File: config.mk
export PLATFORM = sky130hd
export DESIGN_NAME = writeback_stage_flat
export DESIGN_NICKNAME = d
export VERILOG_FILES = /design/src/rtl/writeback_stage_if.sv /design/src/rtl/writeback_stage.sv /design/src/flat_wrapper.sv
export SDC_FILE = /design/constraint.sdc
export NUM_CORES = 1
export LEC_CHECK = 0
export ABC_CLOCK_PERIOD_IN_PS = 2600
export BUFFER_PORTS_ARGS = -buffer_cell sky130_fd_sc_hd__buf_2
export CORE_UTILIZATION = 45
export CTS_CLUSTER_DIAMETER = 120
export DETAILED_ROUTE_END_ITERATION = 6
export GPL_TIMING_DRIVEN = 1
export PLACE_DENSITY = 0.74
export SYNTH_ARGS = -nofsm -noshare
export SYNTH_HDL_FRONTEND = slang
export SYNTH_SLANG_ARGS = --single-unit
File: constraint.sdc
create_clock -name clk -period 2.6 [get_ports clk]
set_input_delay 0.52 -clock clk [delete_from_list [all_inputs] [get_ports clk]]
set_output_delay 0.52 -clock clk [all_outputs]
set_load 0.02 [all_outputs]
File: src/rtl/writeback_stage_if.sv
// Writeback stage bus: MEM-slot inputs, stall/flush controls and
// register-file write outputs. Optional bypass ports under WB_BYPASS_EN.
interface writeback_stage_if #(
  parameter int CNT_W = 64
);
  logic             memValid;
  logic             memRegWrite;
  logic [4:0]       memRd;
  logic [1:0]       memResultSel;
  logic [31:0]      memAluResult;
  logic [31:0]      memPcPlus4;
  logic [2:0]       memFunct3;
  logic [31:0]      memLoadData;
  logic             stall;
  logic             flush;
  logic [4:0]       rd;
  logic             writeEnable;
  logic [31:0]      writeData;
  logic             wbValid;
  logic             misalignedLoad;
  logic [CNT_W-1:0] instret;
`ifdef WB_BYPASS_EN
  logic [4:0]       rs1;
  logic [4:0]       rs2;
  logic [31:0]      rfData1;
  logic [31:0]      rfData2;
  logic [31:0]      fwdData1;
  logic [31:0]      fwdData2;
`endif

  modport master (
    output memValid, memRegWrite, memRd, memResultSel,
    output memAluResult, memPcPlus4, memFunct3, memLoadData,
    output stall, flush,
`ifdef WB_BYPASS_EN
    output rs1, rs2, rfData1, rfData2,
    input  fwdData1, fwdData2,
`endif
    input  rd, writeEnable, writeData, wbValid,
    input  misalignedLoad, instret
  );

  modport slave (
    input  memValid, memRegWrite, memRd, memResultSel,
    input  memAluResult, memPcPlus4, memFunct3, memLoadData,
    input  stall, flush,
`ifdef WB_BYPASS_EN
    input  rs1, rs2, rfData1, rfData2,
    output fwdData1, fwdData2,
`endif
    output rd, writeEnable, writeData, wbValid,
    output misalignedLoad, instret
  );
endinterface

File: src/rtl/writeback_stage.sv
// Writeback stage: one registered slot, load extract, retire counter.
// Optional macro WB_BYPASS_EN adds write-data forwarding to rs1/rs2.
module writeback_stage #(
  parameter int CNT_W = 64
) (
  input logic               clk,
  input logic               rst,
  writeback_stage_if.slave  wb
);

  logic             r_valid;
  logic             r_regWrite;
  logic [4:0]       r_rd;
  logic [31:0]      r_data;
  logic             r_mis;
  logic [CNT_W-1:0] r_instret;

  logic [1:0]  w_lane;
  logic [7:0]  w_byte;
  logic [15:0] w_half;
  logic [31:0] w_load;
  logic        w_isLoad;
  logic        w_isHalf;
  logic        w_isByte;
  logic        w_mis;
  logic [31:0] w_result;
  logic        w_retire;

  assign w_lane   = wb.memAluResult[1:0];
  assign w_half   = w_lane[1] ? wb.memLoadData[31:16]
                              : wb.memLoadData[15:0];
  assign w_isLoad = (wb.memResultSel == 2'b01);
  assign w_isHalf = (wb.memFunct3 == 3'b001) ||
                    (wb.memFunct3 == 3'b101);
  assign w_isByte = (wb.memFunct3 == 3'b000) ||
                    (wb.memFunct3 == 3'b100);

  // Byte lane select and sign/zero extension; unknown funct3 acts as LW.
  always_comb begin
    w_byte = wb.memLoadData[7:0];
    unique case (w_lane)
      2'd0: w_byte = wb.memLoadData[7:0];
      2'd1: w_byte = wb.memLoadData[15:8];
      2'd2: w_byte = wb.memLoadData[23:16];
      2'd3: w_byte = wb.memLoadData[31:24];
    endcase
    w_load = wb.memLoadData;
    case (wb.memFunct3)
      3'b000:  w_load = {{24{w_byte[7]}}, w_byte};
      3'b001:  w_load = {{16{w_half[15]}}, w_half};
      3'b100:  w_load = {24'd0, w_byte};
      3'b101:  w_load = {16'd0, w_half};
      default: w_load = wb.memLoadData;
    endcase
  end

  // Misalignment: halves need addr[0]=0, words need addr[1:0]=0.
  always_comb begin
    w_mis = 1'b0;
    if (w_isLoad && !w_isByte) begin
      if (w_isHalf) w_mis = w_lane[0];
      else          w_mis = (w_lane != 2'b00);
    end
  end

  // Result source mux; encoding 11 falls back to the ALU result.
  always_comb begin
    unique case (wb.memResultSel)
      2'b01:   w_result = w_load;
      2'b10:   w_result = wb.memPcPlus4;
      default: w_result = wb.memAluResult;
    endcase
  end

  // A held instruction leaves the slot when not stalled or when flushed.
  assign w_retire = r_valid && (!wb.stall || wb.flush);

  // Slot capture/hold/flush plus retire counting, sync active-low reset.
  always_ff @(posedge clk) begin
    if (!rst) begin
      r_valid    <= 1'b0;
      r_regWrite <= 1'b0;
      r_rd       <= 5'd0;
      r_data     <= 32'd0;
      r_mis      <= 1'b0;
      r_instret  <= '0;
    end else begin
      if (w_retire) r_instret <= r_instret + 1'b1;
      if (wb.flush) begin
        r_valid <= 1'b0;
      end else if (!wb.stall) begin
        r_valid    <= wb.memValid;
        r_regWrite <= wb.memRegWrite;
        r_rd       <= wb.memRd;
        r_data     <= w_result;
        r_mis      <= w_mis;
      end
    end
  end

  assign wb.wbValid        = r_valid;
  assign wb.rd             = r_rd;
  assign wb.writeData      = r_data;
  assign wb.misalignedLoad = r_valid & r_mis;
  assign wb.instret        = r_instret;
  assign wb.writeEnable    = r_valid & r_regWrite &
                             (r_rd != 5'd0) & ~r_mis;

`ifdef WB_BYPASS_EN
  assign wb.fwdData1 = (wb.writeEnable && wb.rd == wb.rs1)
                       ? r_data : wb.rfData1;
  assign wb.fwdData2 = (wb.writeEnable && wb.rd == wb.rs2)
                       ? r_data : wb.rfData2;
`endif

endmodule
File: src/flat_wrapper.sv
// flat-port wrapper written by rule: the top's interface ports become plain ports
module writeback_stage_flat 
#(
  parameter int CNT_W = 64
)
  (clk, rst, wb_memValid, wb_memRegWrite, wb_memRd, wb_memResultSel, wb_memAluResult, wb_memPcPlus4, wb_memFunct3, wb_memLoadData, wb_stall, wb_flush, wb_rd, wb_writeEnable, wb_writeData, wb_wbValid, wb_misalignedLoad, wb_instret);
  writeback_stage_if #(.CNT_W(CNT_W)) wb_i ();
  input logic clk;
  input logic rst;
  input wire logic [$bits(wb_i.memValid)-1:0] wb_memValid;
  input wire logic [$bits(wb_i.memRegWrite)-1:0] wb_memRegWrite;
  input wire logic [$bits(wb_i.memRd)-1:0] wb_memRd;
  input wire logic [$bits(wb_i.memResultSel)-1:0] wb_memResultSel;
  input wire logic [$bits(wb_i.memAluResult)-1:0] wb_memAluResult;
  input wire logic [$bits(wb_i.memPcPlus4)-1:0] wb_memPcPlus4;
  input wire logic [$bits(wb_i.memFunct3)-1:0] wb_memFunct3;
  input wire logic [$bits(wb_i.memLoadData)-1:0] wb_memLoadData;
  input wire logic [$bits(wb_i.stall)-1:0] wb_stall;
  input wire logic [$bits(wb_i.flush)-1:0] wb_flush;
  output wire logic [$bits(wb_i.rd)-1:0] wb_rd;
  output wire logic [$bits(wb_i.writeEnable)-1:0] wb_writeEnable;
  output wire logic [$bits(wb_i.writeData)-1:0] wb_writeData;
  output wire logic [$bits(wb_i.wbValid)-1:0] wb_wbValid;
  output wire logic [$bits(wb_i.misalignedLoad)-1:0] wb_misalignedLoad;
  output wire logic [$bits(wb_i.instret)-1:0] wb_instret;
  assign wb_i.memValid = wb_memValid;
  assign wb_i.memRegWrite = wb_memRegWrite;
  assign wb_i.memRd = wb_memRd;
  assign wb_i.memResultSel = wb_memResultSel;
  assign wb_i.memAluResult = wb_memAluResult;
  assign wb_i.memPcPlus4 = wb_memPcPlus4;
  assign wb_i.memFunct3 = wb_memFunct3;
  assign wb_i.memLoadData = wb_memLoadData;
  assign wb_i.stall = wb_stall;
  assign wb_i.flush = wb_flush;
  assign wb_rd = wb_i.rd;
  assign wb_writeEnable = wb_i.writeEnable;
  assign wb_writeData = wb_i.writeData;
  assign wb_wbValid = wb_i.wbValid;
  assign wb_misalignedLoad = wb_i.misalignedLoad;
  assign wb_instret = wb_i.instret;
  writeback_stage #(.CNT_W(CNT_W)) u_core (.clk(clk), .rst(rst), .wb(wb_i));
endmodule
==> metrics, run 1 <==
Rel. slew slack=0.533; critical-path maximum fanout=9; GPL Wtd Cong=0.913; Routed WL per cell=15.6 µm; post-route worst setup slack=0.321 ns; DIE AREA=13,400 µm²; largest net degree at the start of global routing=76; placed insts=1,105; postcts setup bufs=0; dpl hpwl=13.0 mm; number of synthesized flops with an enable pin=0; vias per inst=5.63; Setup CP Type=flip-flop to flip-flop; Final period util=0.877; share of the synthesized area in the top cell type=0.358; Detailed Route Iter0 Violations=318; first-pass GRT wire length=26.8 mm; final net count=1,059; Area contributors post-synth=dfxtp_1 (36%), nand2_1 (6.4%), a21oi_1 (6.2%); Achievable Freq=439 MHz; fin area=7370 µm²; final wirelength=17.5 mm; # resized after CTS=0; fin cells=1,120; internal power=2.66 mW; CTS root buf=clkbuf_16; DRT antenna net count=0; IO Pins=216; Synth Cell Area=5820 µm²; sw frac=0.257; Overflow after GRT=0; count leader, synth=dfxtp_1; number of fill cells=1,262; Placement Cell Area=7060 µm²; crit path launch type=flip-flop; Top FF cell, synth=dfxtp_1; CTS tree=built; die height=116 µm; Critical Path RT=2.88 ns; Max Cap Viol=0; router iterations before antenna repair=4; Worst VDD drop=0.257 mV; # clock sinks=104; Synth Warn #=0; clock buffer depth=2; minimum clock period=2.28 ns; Post-Route Skew=0.00627 ns; Initial Util=0.461; Tot GR Track Use=0.259; sequential fraction of the synthesis area=0.358; clock latency on the worst-skew pair=0.35 ns; cts hold-fix bufs=0; DR vias=6,307; fraction of registers with async set/reset=0; drc violations=0; status=complete, no violations; leakage power=3.03 nW; post-synthesis area per instance=7.74 µm²; Gate Count Post-Synth=752; die width=116 µm; Core Region=12,600 µm²; clock power share=0.394; Syn Nets=867; HP Class=input port to flip-flop; vias in the first global route=5,353; H-Tree Depth=3; Reg power frac=0.460; Yosys cell types=50; top post-synthesis cells by count=dfxtp_1 (104), nand2_1 (100), a21oi_1 (72); unrepaired setup endpoints after global routing=no; crit path DAT=2.56 ns; PwrDens=485 nW/µm²; setup total negative slack=0 ns; Comb power frac=0.145; Site Rows=41; Seq cells post-synth=104; Worst Setup End Kind=flip-flop; n_diodes=0; Port Buffers=215; setup violators final=0; CTS Buf Count=9; share of cells above drive strength 1=0.273; Area Overhead vs Synth=26.7%; initial antenna violation count=0; Max Slew Vio Count=0; Slew @ Worst Pin=0.699 ns; Hold Violations, Final=0; Place WS=0.178 ns; leading area contributor after synthesis=dfxtp_1; Clk pin slew, worst setup/hold paths=0.06 ns; P_sw=0.919 mW
==> layout by cell type, fill, tap and decap left out, types with 3 or more instances in the layout <==
cell and instances:
xor2_1 15, o22ai_1 4, o2111ai_1 5, a2111oi_0 3
nand2b_1 40, buf_4 15, a211oi_1 5, mux2i_1 6
a32o_1 16, nand3_1 20, nor4_1 9, xnor2_1 9
buf_2 215, clkbuf_8 3, ha_1 3, a21oi_1 72
nor2b_1 5, or4_1 18, a22o_1 10, and4_1 5
a311oi_1 8, or3_1 27, dfxtp_1 104, and3_1 20
nand2_1 100, o31ai_1 23, buf_12 3, o21ai_0 52
a21boi_0 3, inv_1 17, nor3_1 8, nand4_1 23
clkbuf_16 9, nor2_1 47, o221ai_1 3
==> layer usage <==
layer	GRT usage	part of all wire	vias to the layer above	wire length (µm)
met1	0.306	0.41	2892	7170
met3	0.0617	0.074	32	1300
li1	-	-	3133	-
met2	0.451	0.49	250	8530
met4	0.107	0.027	0	473
met5	0	0	-	0
==> power groups by stage <==
stage               clock network [mW]  registers (mW)  logic, mW
finish                            1.41            1.65      0.520
detailed placement                   0            1.68      0.518
global route                      1.51            1.65      0.567
CTS                               1.44            1.65      0.519
floorplan                            0            1.72      0.255
global placement                     0            1.68      0.513
==> registers in the layout (all words and copies together) (netlist names) <==
name / count
u_core.wb.instret: 64
u_core.wb.writeData: 32
u_core.wb.rd: 5
u_core.r_mis: 1
u_core.r_regWrite: 1
u_core.wb.wbValid: 1
==> path summary, 6_finish.rpt <==
path	slack [ns]	cells after the start	startpoint	endpoint
setup / recovery	0.32	6	u_core.wb.instret[0]	u_core.wb.instret[58]
hold reg to reg	0.45	2	u_core.wb.writeData[9]	u_core.wb.writeData[9]
hold / removal	0.39	2	wb_flush	u_core.wb.wbValid
setup reg to reg	0.32	6	u_core.wb.instret[0]	u_core.wb.instret[58]
==> critical path, stage by stage (launching register included) <==
cell and delay, ns:
dfxtp_1 0.39, ha_1 0.19, nand2_1 0.16, nor4_1 0.50, nand4b_1 0.38, or3_1 0.45, a21oi_1 0.14
==> stage by stage <==
step,power (mW),utilization,hold WS [ns]
floorplan,1.98,-,0.436
global placement,2.20,0.560,0.435
detailed placement,2.20,0.560,0.440
CTS,3.61,0.584,0.378
global route,3.72,0.584,0.383
finish,3.58,0.584,0.392
==> logic make-up (layout without fill, tap and decap cells) <==
kind of cell | after synthesis | in the layout | synth area share
and+or+nand+nor | 334 | 334 | 0.306
AOI/OAI and AO/OA | 210 | 210 | 0.232
DFF | 104 | 104 | 0.358
buffers and inverters | 70 | 266 | 0.0494
xor gates and xnor gates | 24 | 24 | 0.0361
muxes | 7 | 7 | 0.0123
adders and majority gates | 3 | 3 | 0.00645
==> layout make-up <==
class / instances / area (µm²) / area share
Multi-Input combinational cell: 578 / 3450 / 0.468
Timing Repair Buffer: 233 / 1250 / 0.169
Inverter: 18 / 67.6 / 0.00916
Sequential cell: 104 / 2080 / 0.282
Clock inverter: 2 / 37.5 / 0.00509
Clock buffer: 13 / 270 / 0.0367
Tap cell: 172 / 215 / 0.0292
Power figures use the tool's default switching activity.
==> run 2: changes to the inputs <==
--- a/config.mk
+++ b/config.mk
@@ -8,9 +8,11 @@
 export ABC_CLOCK_PERIOD_IN_PS = 2600
 export BUFFER_PORTS_ARGS = -buffer_cell sky130_fd_sc_hd__buf_2
 export CORE_UTILIZATION = 45
+export CTS_BUF_LIST = sky130_fd_sc_hd__clkbuf_16
 export CTS_CLUSTER_DIAMETER = 120
 export DETAILED_ROUTE_END_ITERATION = 6
 export GPL_TIMING_DRIVEN = 1
+export HOLD_SLACK_MARGIN = 0.02
 export PLACE_DENSITY = 0.74
 export SYNTH_ARGS = -nofsm -noshare
 export SYNTH_HDL_FRONTEND = slang
==> run 2 against run 1 <==
Global-route usage hardly changed. Register-to-register slack hardly changed. First-iteration DRC count is 9.1% lower. Non-clock buffer count stayed put. Count of clock-buffer cells in the layout is 4 lower. Utilization is 0.24 points lower.
==> metrics, run 2 (synthesis gave the netlist of run 1 again) <==
status=complete, no violations; sw frac=0.264 (+0.00644); Reg power frac=0.473 (+0.013); clock buffer depth=2 (unchanged); clock power share=0.378 (-0.016); placed insts=1,105 (unchanged); Max Cap Viol=0 (unchanged); Slew @ Worst Pin=0.695 ns (-0.00486 ns); die height=116 µm (unchanged); router iterations before antenna repair=5 (+1); fin cells=1,120 (unchanged); clock latency on the worst-skew pair=0.35 ns (about the same); IO Pins=216 (unchanged); Core Region=12,600 µm² (unchanged); Post-Route Skew=0.00465 ns (-0.00162 ns); Final period util=0.875 (-0.00190); internal power=2.56 mW (-3.5%); crit path launch type=flip-flop; Rel. slew slack=0.536 (+0.00325); DIE AREA=13,400 µm² (unchanged); # resized after CTS=0 (unchanged); Tot GR Track Use=0.259 (about the same); first-pass GRT wire length=26.8 mm (about the same); dpl hpwl=13.0 mm (unchanged); # clock sinks=104 (unchanged); unrepaired setup endpoints after global routing=no; die width=116 µm (unchanged); CTS Buf Count=9 (unchanged); H-Tree Depth=3 (unchanged); crit path DAT=2.55 ns (about the same); Area Overhead vs Synth=26.1%; Setup CP Type=flip-flop to flip-flop; total chip power=3.48 mW (-2.6%); Overflow after GRT=0 (unchanged); PwrDens=474 nW/µm² (-2.2%); final net count=1,059 (unchanged); number of fill cells=1,272 (+0.79%); share of cells above drive strength 1=0.270 (-0.00316); setup total negative slack=0 ns (unchanged); Max Slew Vio Count=0 (unchanged); Port Buffers=215 (unchanged); initial antenna violation count=0 (unchanged); drc violations=0 (unchanged); leakage power=3.02 nW (-0.42%); P_sw=0.917 mW (-0.21%); postcts setup bufs=0 (unchanged); fin area=7340 µm² (-0.41%); DRT antenna net count=0 (unchanged); Achievable Freq=440 MHz (+0.22%); cts hold-fix bufs=0 (unchanged); largest net degree at the start of global routing=76 (unchanged); Worst Setup End Kind=flip-flop; Detailed Route Iter0 Violations=289 (-9.1%); vias in the first global route=5,351 (-0.037%); GPL Wtd Cong=0.913 (unchanged); setup violators final=0 (unchanged); HP Class=input port to flip-flop; Worst VDD drop=0.257 mV (+0.22%); Initial Util=0.461 (unchanged); Hold Violations, Final=0 (unchanged); CTS tree=built; final wirelength=17.5 mm (about the same); Placement Cell Area=7060 µm² (unchanged); commonest non-fill, non-tap cell in the layout=buf_2; Clk pin slew, worst setup/hold paths=0.07 ns (about the same); minimum clock period=2.27 ns (-0.00494 ns); Routed WL per cell=15.6 µm (about the same); Comb power frac=0.149 (+0.004); n_diodes=0 (unchanged); Site Rows=41 (unchanged); Util after Layout=0.582 (-0.00238); most frequent cells in the layout=buf_2 (215), dfxtp_1 (104), nand2_1 (100), a21oi_1 (72), o21ai_0 (52); critical-path maximum fanout=9 (unchanged); Critical Path RT=2.88 ns (about the same); CTS root buf=clkbuf_16; DR vias=6,312 (+0.079%); vias per inst=5.64 (about the same); max reg flops=64 (unchanged)
## run 2: cell count changes in the layout (fill, tap and decap cells not counted), sizes merged
cell	delta
inv	+1
clkbuf	-4
clkinv	+3
## run 2: final cells by class
| type | instances | area, µm² | share of cell area |
|---|---|---|---|
| Multi-Input combinational cell | 578 | 3450 | 0.470 |
| Sequential cell | 104 | 2080 | 0.284 |
| Tap cell | 172 | 215 | 0.0293 |
| Clock buffer | 9 | 225 | 0.0307 |
| Inverter | 18 | 67.6 | 0.00920 |
| Timing Repair Buffer | 233 | 1250 | 0.170 |
| Clock inverter | 6 | 52.6 | 0.00716 |
## run 2: path summary, 6_finish.rpt
kind / from / end / slack [ns] / depth (start not counted)
setup reg to reg: u_core.wb.instret[0] / u_core.wb.instret[58] / 0.33 / 6
hold / removal: wb_flush / u_core.wb.wbValid / 0.39 / 2
hold reg to reg: u_core.wb.writeData[9] / u_core.wb.writeData[9] / 0.45 / 2
setup / recovery: u_core.wb.instret[0] / u_core.wb.instret[58] / 0.33 / 6
## run 2: power by group through the flow
stage	sequential, mW	combinational [mW]	clock, mW
after floorplan	1.72	0.255	0
after global placement	1.68	0.513	0
after detailed placement	1.68	0.518	0
after CTS	1.65	0.519	1.34
after global routing	1.65	0.568	1.41
final	1.65	0.519	1.32
## run 2: worst max-delay path, cell delays in order, from the launching register on
cell and delay, ns:
dfxtp_1 0.39, ha_1 0.19, nand2_1 0.16, nor4_1 0.50
nand4b_1 0.38, or3_1 0.45, a21oi_1 0.14
## run 2: stage by stage
step                hold slack, ns  setup slack, ns
finish                       0.390            0.326
global placement             0.435            0.252
detailed placement           0.440            0.178
global route                 0.384            0.105
floorplan                    0.436            0.474
CTS                          0.378            0.332
## run 2: per-layer routing
| layer | part of all wire | global-route usage | wire (µm) |
|---|---|---|---|
| met1 | 0.42 | 0.307 | 7290 |
| met2 | 0.48 | 0.450 | 8450 |
| met3 | 0.074 | 0.0617 | 1290 |
| met4 | 0.026 | 0.107 | 453 |
| met5 | 0 | 0 | 0 |
